===== config.mk =====
export PLATFORM = sky130hd
export DESIGN_NAME = mem_read_arbiter_flat
export DESIGN_NICKNAME = d
export VERILOG_FILES = /design/src/rtl/mem_read_arbiter_if.sv /design/src/rtl/mem_read_arbiter.sv /design/src/flat_wrapper.sv
export SDC_FILE = /design/constraint.sdc
export NUM_CORES = 1
export LEC_CHECK = 0
export CORE_UTILIZATION = 47
export CTS_BUF_LIST = sky130_fd_sc_hd__clkbuf_2
export CTS_CLUSTER_SIZE = 12
export DETAILED_ROUTE_END_ITERATION = 7
export GPL_ROUTABILITY_DRIVEN = 0
export GPL_TIMING_DRIVEN = 0
export HOLD_SLACK_MARGIN = 0.05
export PLACE_DENSITY_LB_ADDON = 0.15
export SYNTH_ARGS = -nofsm -noshare
export SYNTH_HDL_FRONTEND = slang
export SYNTH_SLANG_ARGS = --single-unit

===== constraint.sdc =====
create_clock -name clk -period 2.6 [get_ports clk]
set_clock_uncertainty 0.05 [all_clocks]
set_input_delay 0.26 -clock clk [delete_from_list [all_inputs] [get_ports clk]]
set_output_delay 0.26 -clock clk [all_outputs]
set_load 0.05 [all_outputs]

===== src/rtl/mem_read_arbiter_if.sv =====
// Bundle of the client-side request/response signals and the shared
// memory read port handled by mem_read_arbiter.
//
// Handshake semantics (one place, applies to every signal below):
//   - req[i] is a level request; it is accepted only while the arbiter is
//     idle. Once accepted, gnt[i] stays high until the transaction ends.
//   - The transaction ends with a one-cycle rd_valid[i] (rd_data valid in
//     that cycle and held afterwards) or a one-cycle rd_err[i] (timeout).
//     The requester drops req[i] in the cycle it sees either pulse.
//   - mem_read is a level strobe held with a stable mem_addr until the
//     memory raises data_ready (data_bus valid while data_ready is high)
//     or the timeout expires. data_ready must fall again before the next
//     read is issued.
interface mem_read_arbiter_if #(
    parameter int DATA_W = 8,
    parameter int ADDR_W = 8
);
    logic [1:0]        req;
    logic [ADDR_W-1:0] addr0;
    logic [ADDR_W-1:0] addr1;
    logic [1:0]        gnt;
    logic [1:0]        rd_valid;
    logic [1:0]        rd_err;
    logic [DATA_W-1:0] rd_data;
    logic              mem_read;
    logic [ADDR_W-1:0] mem_addr;
    logic              data_ready;
    logic [DATA_W-1:0] data_bus;

    // Arbiter side.
    modport slave (
        input  req, addr0, addr1, data_ready, data_bus,
        output gnt, rd_valid, rd_err, rd_data, mem_read, mem_addr
    );

    // Environment side: the requesters plus the memory.
    modport master (
        output req, addr0, addr1, data_ready, data_bus,
        input  gnt, rd_valid, rd_err, rd_data, mem_read, mem_addr
    );
endinterface


===== src/rtl/mem_read_arbiter.sv =====
// Round-robin arbiter between two read requesters sharing one level-handshake
// memory read port. Issues one read at a time, waits for data_ready (or a
// cycle timeout), returns the data to the granted requester, and waits for
// data_ready to fall before accepting the next request.
module mem_read_arbiter #(
    parameter int DATA_W  = 8,
    parameter int ADDR_W  = 8,
    parameter int TIMEOUT = 16   // must be >= 2
) (
    input  logic                 clk,
    input  logic                 rst,
    mem_read_arbiter_if.slave    bus,
    output logic [1:0]           dbg_state
);

    localparam int CNT_W = $clog2(TIMEOUT);
    localparam logic [CNT_W-1:0] CNT_LAST = CNT_W'(TIMEOUT - 1);

    typedef enum logic [1:0] {
        S_IDLE    = 2'd0,
        S_READ    = 2'd1,
        S_RELEASE = 2'd2
    } state_t;

    state_t            state_q,    state_d;
    logic [CNT_W-1:0]  cnt_q,      cnt_d;
    logic              last_q,     last_d;
    logic [1:0]        gnt_q,      gnt_d;
    logic [1:0]        rd_valid_q, rd_valid_d;
    logic [1:0]        rd_err_q,   rd_err_d;
    logic [DATA_W-1:0] rd_data_q,  rd_data_d;
    logic              mem_read_q, mem_read_d;
    logic [ADDR_W-1:0] mem_addr_q, mem_addr_d;

    // Requester 1 wins when it is the only one asking, or when both ask and
    // requester 0 was served last.
    logic pick_one;

    // Next-state and next-output computation for the whole controller.
    always_comb begin
        state_d    = state_q;
        cnt_d      = cnt_q;
        last_d     = last_q;
        gnt_d      = gnt_q;
        rd_valid_d = 2'b00;
        rd_err_d   = 2'b00;
        rd_data_d  = rd_data_q;
        mem_read_d = mem_read_q;
        mem_addr_d = mem_addr_q;
        pick_one   = (bus.req == 2'b10) || ((bus.req == 2'b11) && !last_q);

        case (state_q)
            S_IDLE: begin
                if (bus.req != 2'b00) begin
                    gnt_d      = pick_one ? 2'b10 : 2'b01;
                    mem_addr_d = pick_one ? bus.addr1 : bus.addr0;
                    mem_read_d = 1'b1;
                    last_d     = pick_one;
                    cnt_d      = '0;
                    state_d    = S_READ;
                end
            end

            S_READ: begin
                // gnt_q is one-hot for the owner, so it doubles as the
                // response bit mask. Data wins over a coinciding timeout.
                if (bus.data_ready) begin
                    rd_data_d  = bus.data_bus;
                    rd_valid_d = gnt_q;
                    mem_read_d = 1'b0;
                    gnt_d      = 2'b00;
                    state_d    = S_RELEASE;
                end else if (cnt_q == CNT_LAST) begin
                    rd_err_d   = gnt_q;
                    mem_read_d = 1'b0;
                    gnt_d      = 2'b00;
                    state_d    = S_RELEASE;
                end else begin
                    cnt_d = cnt_q + CNT_W'(1);
                end
            end

            S_RELEASE: begin
                // A ready still high from the last read must not complete
                // the next one, so hold off until it drops.
                if (!bus.data_ready) begin
                    state_d = S_IDLE;
                end
            end

            default: begin
                state_d    = S_IDLE;
                gnt_d      = 2'b00;
                mem_read_d = 1'b0;
            end
        endcase
    end

    // State and registered outputs; reset drops the bus immediately.
    always_ff @(posedge clk or posedge rst) begin
        if (rst) begin
            state_q    <= S_IDLE;
            cnt_q      <= '0;
            last_q     <= 1'b1;
            gnt_q      <= 2'b00;
            rd_valid_q <= 2'b00;
            rd_err_q   <= 2'b00;
            rd_data_q  <= '0;
            mem_read_q <= 1'b0;
            mem_addr_q <= '0;
        end else begin
            state_q    <= state_d;
            cnt_q      <= cnt_d;
            last_q     <= last_d;
            gnt_q      <= gnt_d;
            rd_valid_q <= rd_valid_d;
            rd_err_q   <= rd_err_d;
            rd_data_q  <= rd_data_d;
            mem_read_q <= mem_read_d;
            mem_addr_q <= mem_addr_d;
        end
    end

    assign bus.gnt      = gnt_q;
    assign bus.rd_valid = rd_valid_q;
    assign bus.rd_err   = rd_err_q;
    assign bus.rd_data  = rd_data_q;
    assign bus.mem_read = mem_read_q;
    assign bus.mem_addr = mem_addr_q;
    assign dbg_state    = state_q;

endmodule


===== src/flat_wrapper.sv =====
// flat-port wrapper written by rule: the top's interface ports become plain ports
module mem_read_arbiter_flat 
#(
    parameter int DATA_W  = 8,
    parameter int ADDR_W  = 8,
    parameter int TIMEOUT = 16                  
)
  (clk, rst, dbg_state, bus_req, bus_addr0, bus_addr1, bus_data_ready, bus_data_bus, bus_gnt, bus_rd_valid, bus_rd_err, bus_rd_data, bus_mem_read, bus_mem_addr);
  mem_read_arbiter_if #(.DATA_W(DATA_W), .ADDR_W(ADDR_W)) bus_i ();
  input  logic clk;
  input  logic rst;
  output logic [1:0] dbg_state;
  input wire logic [$bits(bus_i.req)-1:0] bus_req;
  input wire logic [$bits(bus_i.addr0)-1:0] bus_addr0;
  input wire logic [$bits(bus_i.addr1)-1:0] bus_addr1;
  input wire logic [$bits(bus_i.data_ready)-1:0] bus_data_ready;
  input wire logic [$bits(bus_i.data_bus)-1:0] bus_data_bus;
  output wire logic [$bits(bus_i.gnt)-1:0] bus_gnt;
  output wire logic [$bits(bus_i.rd_valid)-1:0] bus_rd_valid;
  output wire logic [$bits(bus_i.rd_err)-1:0] bus_rd_err;
  output wire logic [$bits(bus_i.rd_data)-1:0] bus_rd_data;
  output wire logic [$bits(bus_i.mem_read)-1:0] bus_mem_read;
  output wire logic [$bits(bus_i.mem_addr)-1:0] bus_mem_addr;
  assign bus_i.req = bus_req;
  assign bus_i.addr0 = bus_addr0;
  assign bus_i.addr1 = bus_addr1;
  assign bus_i.data_ready = bus_data_ready;
  assign bus_i.data_bus = bus_data_bus;
  assign bus_gnt = bus_i.gnt;
  assign bus_rd_valid = bus_i.rd_valid;
  assign bus_rd_err = bus_i.rd_err;
  assign bus_rd_data = bus_i.rd_data;
  assign bus_mem_read = bus_i.mem_read;
  assign bus_mem_addr = bus_i.mem_addr;
  mem_read_arbiter #(.DATA_W(DATA_W), .ADDR_W(ADDR_W), .TIMEOUT(TIMEOUT)) u_core (.clk(clk), .rst(rst), .bus(bus_i), .dbg_state(dbg_state));
endmodule

-- Yosys cells after proc, flatten, opt, wreduce, memory -nomap -nowiden
Cells that the tools add are included.
- bits in registers: 30
- output and inout bits: 25
- add/sub/neg operators: 1
- eq/ne operators: 10
- multiplexer cells: 24
- bitwise operators: 1
- reductions and logical operators: 11
- operators with widths (cell ; count):
    2-to-1 mux 2 bit ; 13
    2-to-1 mux 4 bit ; 3
    one-hot mux 2 bit (3 select lines) ; 2
    2-to-1 mux 8 bit ; 1
    one-hot mux 4 bit (2 select lines) ; 1
    == test 2 bit, second input constant ; 3
    != test 2 bit, second input constant ; 3
    AND reduction 3 bit ; 2
    adder 4 x 1 -> 4 bit, second input constant ; 1
    == test 4 bit, second input constant ; 1
    AND reduction 2 bit ; 2
    AND reduction 4 bit ; 1
    nonzero test 2 bit ; 2
    2-to-1 mux 1 bit ; 3
    != test 3 x 2 -> 1 bit, second input constant ; 1
    one-hot mux 1 bit (3 select lines) ; 1
    == test 2 x 1 -> 1 bit, second input constant ; 1
    zero test 2 bit ; 1
    != test 2 x 1 -> 1 bit, second input constant ; 1
    logical AND 1 bit ; 1
    zero test 1 bit ; 1
    logical OR 1 bit ; 1
    inverter 1 bit ; 1

-- Longest topological paths before layout
Gate-level depths: netlist of run 1.
- depth in word-level cells: 6
- mapped depth: 4

-- Worst setup path after synthesis of run 1
No wires, ideal clock.
- path type: reg-to-reg
- start: reg u_core.state_q[0], in the netlist u_core.dbg_state[0]
- end: reg u_core.cnt_q[2]
- library setup time: 0.135 ns
- arrival: 1.570 ns
- data required time: 2.415 ns
- setup slack: 0.845 ns
- cell stages (with the launch flop): 5
- cell sequence: dfrtp_1 or3b_1 buf_2 a2111oi_2 a211oi_1
- cells in the longest elaborated chain, start to end: 3
- RTL lines (what ; line ; RTL):
    start, declared ; mem_read_arbiter.sv:25 ; state_t state_q, state_d;
    start signal, assigned ; mem_read_arbiter.sv:112 ; state_q <= state_d;
    == test 2 x 1 -> 1 bit / zero test 2 bit (equally long branches) ; mem_read_arbiter.sv:52 ; case (state_q)
    != test 2 bit (no source line), or another cell as far along ; n/a ;
    AND reduction 4 bit (no source line) ; n/a ;
    end signal, assigned ; mem_read_arbiter.sv:113 ; cnt_q <= cnt_d;
    end, declared ; mem_read_arbiter.sv:26 ; logic [CNT_W-1:0] cnt_q, cnt_d;
Parallel ways exist; a longest one is shown, timed or not.
A chain may end at the register's enable or synchronous reset.

-- Final worst setup path of run 1
- start: reg u_core.state_q[1], in the netlist u_core.dbg_state[1]
- end: out dbg_state[1]
- RTL lines (what ; line ; RTL):
    end, declared ; flat_wrapper.sv:12 ; output logic [1:0] dbg_state;
No word-level cell between the ends.

==> out/results.ini, run 1 <==
[pwr]
ir_worst_vdd_mv=0.972
p_per_area_mw_per_mm2=1260
power_leakage_nw=0.801
p_total_mw=2.40

[flow_run]
cap_viol_max_count=0

[floorplan]
rows=18
die-area_sq_mm=0.00298
start_util_pct=51.1
io_pins=54
die_x_um=54.6
design.core.area_sq_mm=0.00254
die_h_um=54.6

[clocking]
h-tree-depth=2
ctsHoldBuffers=0
root_buffer=clkbuf_2
postCtsSetupRepairBufs=0
cts_resized=0
cts_buffers=5
clk_pin_slew_worst_paths_ns=0.15
cts_tree=done
clock-sinks=30
clockBufferDepth=2
insertion_delay_ns=0.34

[critical_path]
crit_type=flip-flop to output pin
critical_path_buf_inv_count=1
path_max_fanout=9
endpoint_kind=output pin
crit_arrival_ns=1.68
critPathRequiredTime_ns=2.29
crit_family=buffers and inverters
worst-r2r-setup-slack_ns=0.92
r2r_start=u_core.cnt_q[0]$_DFFE_PP0P_
critPathLaunch=u_core.dbg_state[1]$_DFFE_PP0P_
worstPathCellList=clkdlybuf4s50_1
r2r_end=u_core.cnt_q[2]$_DFFE_PP0P_
critical-path-slowest-cell=clkdlybuf4s50_1
max_stage_delay_ns=0.85
critPathLaunchType=flip-flop
crit_cells=1
critPathCapture=dbg_state[1]
r2r.worst_path.cells=4

[finish]
final_common_cell=clkdlybuf4s50_1
fin_nets=200
drive_above_1_share_pct=12.3
multi_input_area_sq_um=495
final_cell_mix=53 x clkdlybuf4s50_1, 29 x dfrtp_1, 18 x o21ai_0
syn_to_final_growth_pct=46.7
fillCellCount=183
num_antenna_cells=0
seq_area_sq_um=752

[worst_hold_path]
hold_class=input pin to async pin

[timing]
hold_viol=0
setup_violations=0
tightest_slew_ns=1.08
timing.final.crit_period_ns=1.99
max_freq_mhz=502
slew_headroom_pct=27.7
maxSlewViolCount=0
grt_setup_unrepaired=no
fin_tns_setup_ns=0
fin_crit_sh_pct=76.6

[detailed_routing]
drt_iter0_drc=6
drc=0
wirelength_um=2990
vias_per_cell=5.44
wl_per_cell_um=14.9
ant_nets=0
num_vias=1093
drt_pass1_iterations=5

[yosys]
ys_top_cells_by_area=dfrtp_1 56%, mux2i_1 6.9%, o21ai_0 6.9%, mux2_2 6.9%, inv_1 2.3%
synth_ff_type=dfrtp_1
yosysTopAreaCellShare_pct=55.8
synth_nets=140
syn_area_per_cell_sq_um=11.8
synth_edf_count=0
synth-seq-cells=30
yosysUniqueCellTypes=31
synth_warnings=0
synth_async_sr_flop_share_pct=100
syn_inst=110
yosys.area.top_type=dfrtp_1
yosysSeqAreaShare_pct=57.8
syn_area_sq_mm=0.00130

[status]
status=completed

[global_route]
grt_max_degree=31
track_usage_pct=22.8
grt_pass1_wl_um=4580
grt_pass1_vias=1027
antenna_found_initial=0
overflow=0

[placed_design]
hpwl_um=2260
io_buffers=53

==> metal layers <==
| layer | up-vias | part of all wire [%] | GRT usage, % |
|---|---|---|---|
| met1 | 531 | 43 | 26.7 |
| met5 | - | 0 | 0 |
| met2 | 32 | 49 | 38.4 |
| met3 | 7 | 6.1 | 6.39 |
| met4 | 0 | 1.5 | 10.3 |
| li1 | 523 | - | - |
==> cells in the mapped netlist, drive strengths merged, types with 2 or more instances <==
master and count:
or3b 2, dfrtp 29, mux2i 9, o221ai 2
buf 3, o2bb2ai 2, clkbuf 2, a21boi 2
o21ai 20, inv 8, nor2 3, a21oi 2
mux2 8, nand3 2, nor4 2
==> cell type report <==
type / count / share of cell area [%]
Sequential cell: 30 / 39.4
Timing Repair Buffer: 53 / 27.8
Multi-Input combinational cell: 67 / 26.0
Tap cell: 30 / 1.97
Clock buffer: 6 / 1.57
Inverter: 8 / 1.57
Buffer: 5 / 1.18
Clock inverter: 2 / 0.459
==> sequential cells by signal, indices dropped and copies added (netlist names) <==
| name | flops |
|---|---|
| u_core.bus.mem_addr | 8 |
| u_core.bus.rd_data | 8 |
| u_core.cnt_q | 4 |
| u_core.bus.gnt | 2 |
| u_core.bus.rd_err | 2 |
| u_core.bus.rd_valid | 2 |
| u_core.dbg_state | 2 |
| u_core.bus.mem_read | 1 |
| u_core.last_q | 1 |
==> metrics by stage <==
| stage | cells | setup slack (ns) | instance area (sq um) | hold WS [ns] | utilization (%) |
|---|---|---|---|---|---|
| final | 201 | 0.609 | 1910 | 0.407 | 74.9 |
| after global routing | 201 | 0.552 | 1910 | 0.440 | 74.9 |
| after CTS | 201 | 0.591 | 1910 | 0.436 | 74.9 |
| after detailed placement | 193 | 0.679 | 1870 | 0.447 | 73.4 |
| after global placement | 193 | 0.750 | 1870 | 0.437 | 73.4 |
| after floorplan | 110 | 0.845 | 1300 | 0.280 | - |
==> cell families after synthesis <==
family	after synthesis	share of synthesized area (%)
multiplexers	17	13.9
buffers and inverters	13	4.04
AO/OA/AOI/OAI	34	16.3
flip-flops	30	57.8
AND/OR/NAND/NOR	15	7.03
adder cells (fa/ha/maj)	1	0.962
==> worst min-delay path by stage <==
stage | slack [ns] | to | cells after the start | startpoint
final | 0.41 | u_core.bus.rd_data[2]$_DFFE_PP0P_ | 2 | rst
after global routing | 0.44 | u_core.bus.rd_data[7]$_DFFE_PP0P_ | 2 | bus_data_bus[7]
after CTS | 0.44 | u_core.bus.rd_data[7]$_DFFE_PP0P_ | 2 | rst
after detailed placement | 0.45 | u_core.bus.rd_data[6]$_DFFE_PP0P_ | 1 | u_core.bus.rd_data[6]$_DFFE_PP0P_
after global placement | 0.44 | u_core.bus.rd_data[5]$_DFFE_PP0P_ | 1 | u_core.bus.rd_data[5]$_DFFE_PP0P_
after floorplan | 0.28 | u_core.last_q$_DFFE_PP1P_ | 1 | bus_req[0]
==> power by group <==
group | internal [mW] | total (mW) | switching, mW
sequential | 0.659 | 0.782 | 0.123
combinational | 0.493 | 1.40 | 0.907
clock | 0.0661 | 0.213 | 0.147
Power figures use the tool's default switching activity.
==> run 2, diff against run 1 <==
--- a/config.mk
+++ b/config.mk
@@ -5,7 +5,7 @@
 export SDC_FILE = /design/constraint.sdc
 export NUM_CORES = 1
 export LEC_CHECK = 0
-export CORE_UTILIZATION = 47
+export CORE_UTILIZATION = 39
 export CTS_BUF_LIST = sky130_fd_sc_hd__clkbuf_2
 export CTS_CLUSTER_SIZE = 12
 export DETAILED_ROUTE_END_ITERATION = 7
==> constraint.sdc (replaced) <==
create_clock -name clk -period 1.65 [get_ports clk]
set_clock_uncertainty 0.05 [all_clocks]
set_input_delay 0.165 -clock clk [delete_from_list [all_inputs] [get_ports clk]]
set_output_delay 0.165 -clock clk [all_outputs]
set_load 0.05 [all_outputs]
==> out/results.ini, run 2 (synthesized netlist as in run 1, its figures left out) <==
[flow_run]
cap_viol_max_count=0  ; unchanged

[timing]
timing.final.crit_period_ns=1.64
hold_viol=0  ; unchanged
whs_ns=0.310  ; -0.0964 ns
setup_violations=0  ; unchanged
tightest_slew_ns=1.09  ; +0.00759 ns
slew_headroom_pct=27.1  ; -0.51 points
fin_crit_sh_pct=99.2
max_freq_mhz=611
maxSlewViolCount=0  ; unchanged
fin_tns_setup_ns=0  ; unchanged

[detailed_routing]
vias_per_cell=5.15  ; -5.4%
wirelength_um=3030  ; +1.3%
num_vias=1122  ; +2.7%
drt_pass1_iterations=4  ; -1
drc=0  ; unchanged
drt_iter0_drc=32  ; +26
wl_per_cell_um=13.9  ; -6.6%
ant_nets=0  ; unchanged

[floorplan]
rows=20  ; +2
die-area_sq_mm=0.00357  ; +20%
start_util_pct=41.9  ; -9.2 points
die_x_um=59.7  ; +9.4%
io_pins=54  ; unchanged
design.core.area_sq_mm=0.00310  ; +22%
die_h_um=59.7  ; +9.4%

[finish]
final_cell_mix=28 x clkdlybuf4s50_1, 27 x dfrtp_1, 25 x dlygate4sd2_1
fillCellCount=289  ; +58%
drive_above_1_share_pct=17.2  ; +5.0 points
num_antenna_cells=0  ; unchanged
fin_nets=203  ; +1.5%
final_common_cell=clkdlybuf4s50_1
syn_to_final_growth_pct=51.8

[global_route]
grt_pass1_wl_um=4540  ; -0.90%
track_usage_pct=17.9  ; -4.9 points
overflow=0  ; unchanged
antenna_found_initial=0  ; unchanged
grt_pass1_vias=1076  ; +4.8%
grt_max_degree=31  ; unchanged

[worst_hold_path]
hold_class=input pin to async pin

[clocking]
ctsHoldBuffers=0  ; unchanged
clockBufferDepth=2  ; unchanged
h-tree-depth=2  ; unchanged
cts_tree=done
clock-sinks=30  ; unchanged
insertion_delay_ns=0.36  ; +0.02 ns
root_buffer=clkbuf_2
cts_buffers=5  ; unchanged
clk_pin_slew_worst_paths_ns=0.16  ; about the same

[critical_path]
critPathRequiredTime_ns=1.85  ; -0.44 ns
crit_type=flip-flop to flip-flop
crit_arrival_ns=1.83  ; +0.15 ns
endpoint_kind=flip-flop
critPathLaunchType=flip-flop
path_max_fanout=8  ; -1

[pwr]
power_leakage_nw=0.898  ; +12%
p_per_area_mw_per_mm2=1930  ; +54%
ir_worst_vdd_mv=0.842  ; -13%

[placed_design]
hpwl_um=2090  ; -7.7%
io_buffers=53  ; unchanged

[status]
status=completed

-- run 2: worst paths after layout --
path                       depth (start not counted)                                 to                              start  slack, ns
min                                                2    u_core.bus.mem_read$_DFFE_PP0P_                                rst       0.31
min in group clk                                   2  u_core.bus.rd_data[4]$_DFFE_PP0P_                    bus_data_bus[4]       0.35
max                                                4        u_core.cnt_q[2]$_DFFE_PP0P_    u_core.dbg_state[1]$_DFFE_PP0P_       0.01
max reg2reg                                        4        u_core.cnt_q[2]$_DFFE_PP0P_    u_core.dbg_state[1]$_DFFE_PP0P_       0.01
max in group asynchronous                          2    u_core.dbg_state[0]$_DFFE_PP0P_                                rst       0.51
min reg2reg                                        1  u_core.bus.rd_data[6]$_DFFE_PP0P_  u_core.bus.rd_data[6]$_DFFE_PP0P_       0.47
-- run 2: timing repair --
| action | CTS | global route |
|---|---|---|
| endpoints found under the hold margin | 0 | 0 |
| gates resized for setup | 25 | 6 |
| setup endpoints to repair | 25 | 2 |
| buffers inserted | 0 | 3 |
-- run 2: metal layers --
| metal | global-route usage [%] | vias to the layer above | wire [um] | part of all wire (%) |
|---|---|---|---|---|
| li1 | - | 527 | - | - |
| met1 | 19.7 | 544 | 1240 | 41 |
| met2 | 30.2 | 49 | 1530 | 51 |
| met3 | 6.49 | 2 | 231 | 7.6 |
| met4 | 8.97 | 0 | 17 | 0.56 |
| met5 | 0 | - | 0 | 0 |
-- run 2: layout make-up --
| cell class | instances | area (sq um) | share of cell area (%) |
|---|---|---|---|
| sequential | 30 | 754 | 38.2 |
| multi-input combinational | 67 | 523 | 26.5 |
| timing repair buffer | 56 | 522 | 26.4 |
| tap | 44 | 55.1 | 2.79 |
| clock inverter | 3 | 40.0 | 2.03 |
| inverter | 8 | 30.0 | 1.52 |
| clock buffer | 5 | 25.0 | 1.27 |
| buffer | 5 | 23.8 | 1.20 |
-- run 2: stage by stage --
step | area, sq um | total power, mW | std cells | util (%) | worst slack, ns
3_3_place_gp | 1890 | 3.40 | 207 | 60.8 | -0.111
3_5_place_dp | 1890 | 3.45 | 207 | 60.8 | -0.187
2_1_floorplan | 1300 | 2.68 | 110 | - | 0.0291
4_1_cts | 1920 | 3.77 | 215 | 61.9 | 0.00445
5_1_grt | 1970 | 4.02 | 218 | 63.6 | -0.0188
6_report | 1970 | 3.81 | 218 | 63.6 | 0.0133
-- run 2: power breakdown --
part           internal [mW]  total, mW  switching, mW
combinational          0.642       2.07           1.43
clock                  0.252      0.508          0.256
sequential              1.04       1.23          0.189
total                   1.94       3.81           1.88
-- run 2: critical path, stage by stage (launching register included) --
cell	delay (ns)
dfrtp_2	0.48
buf_4	0.15
or3b_4	0.41
a2111oi_4	0.33
a211oi_1	0.09
==> run 3, diff against run 2 <==
--- a/config.mk
+++ b/config.mk
@@ -5,6 +5,7 @@
 export SDC_FILE = /design/constraint.sdc
 export NUM_CORES = 1
 export LEC_CHECK = 0
+export ABC_AREA = 0
 export CORE_UTILIZATION = 39
 export CTS_BUF_LIST = sky130_fd_sc_hd__clkbuf_2
 export CTS_CLUSTER_SIZE = 12
==> results of run 3 <==
Final layout, timing and power as in run 2 (identical DEF).
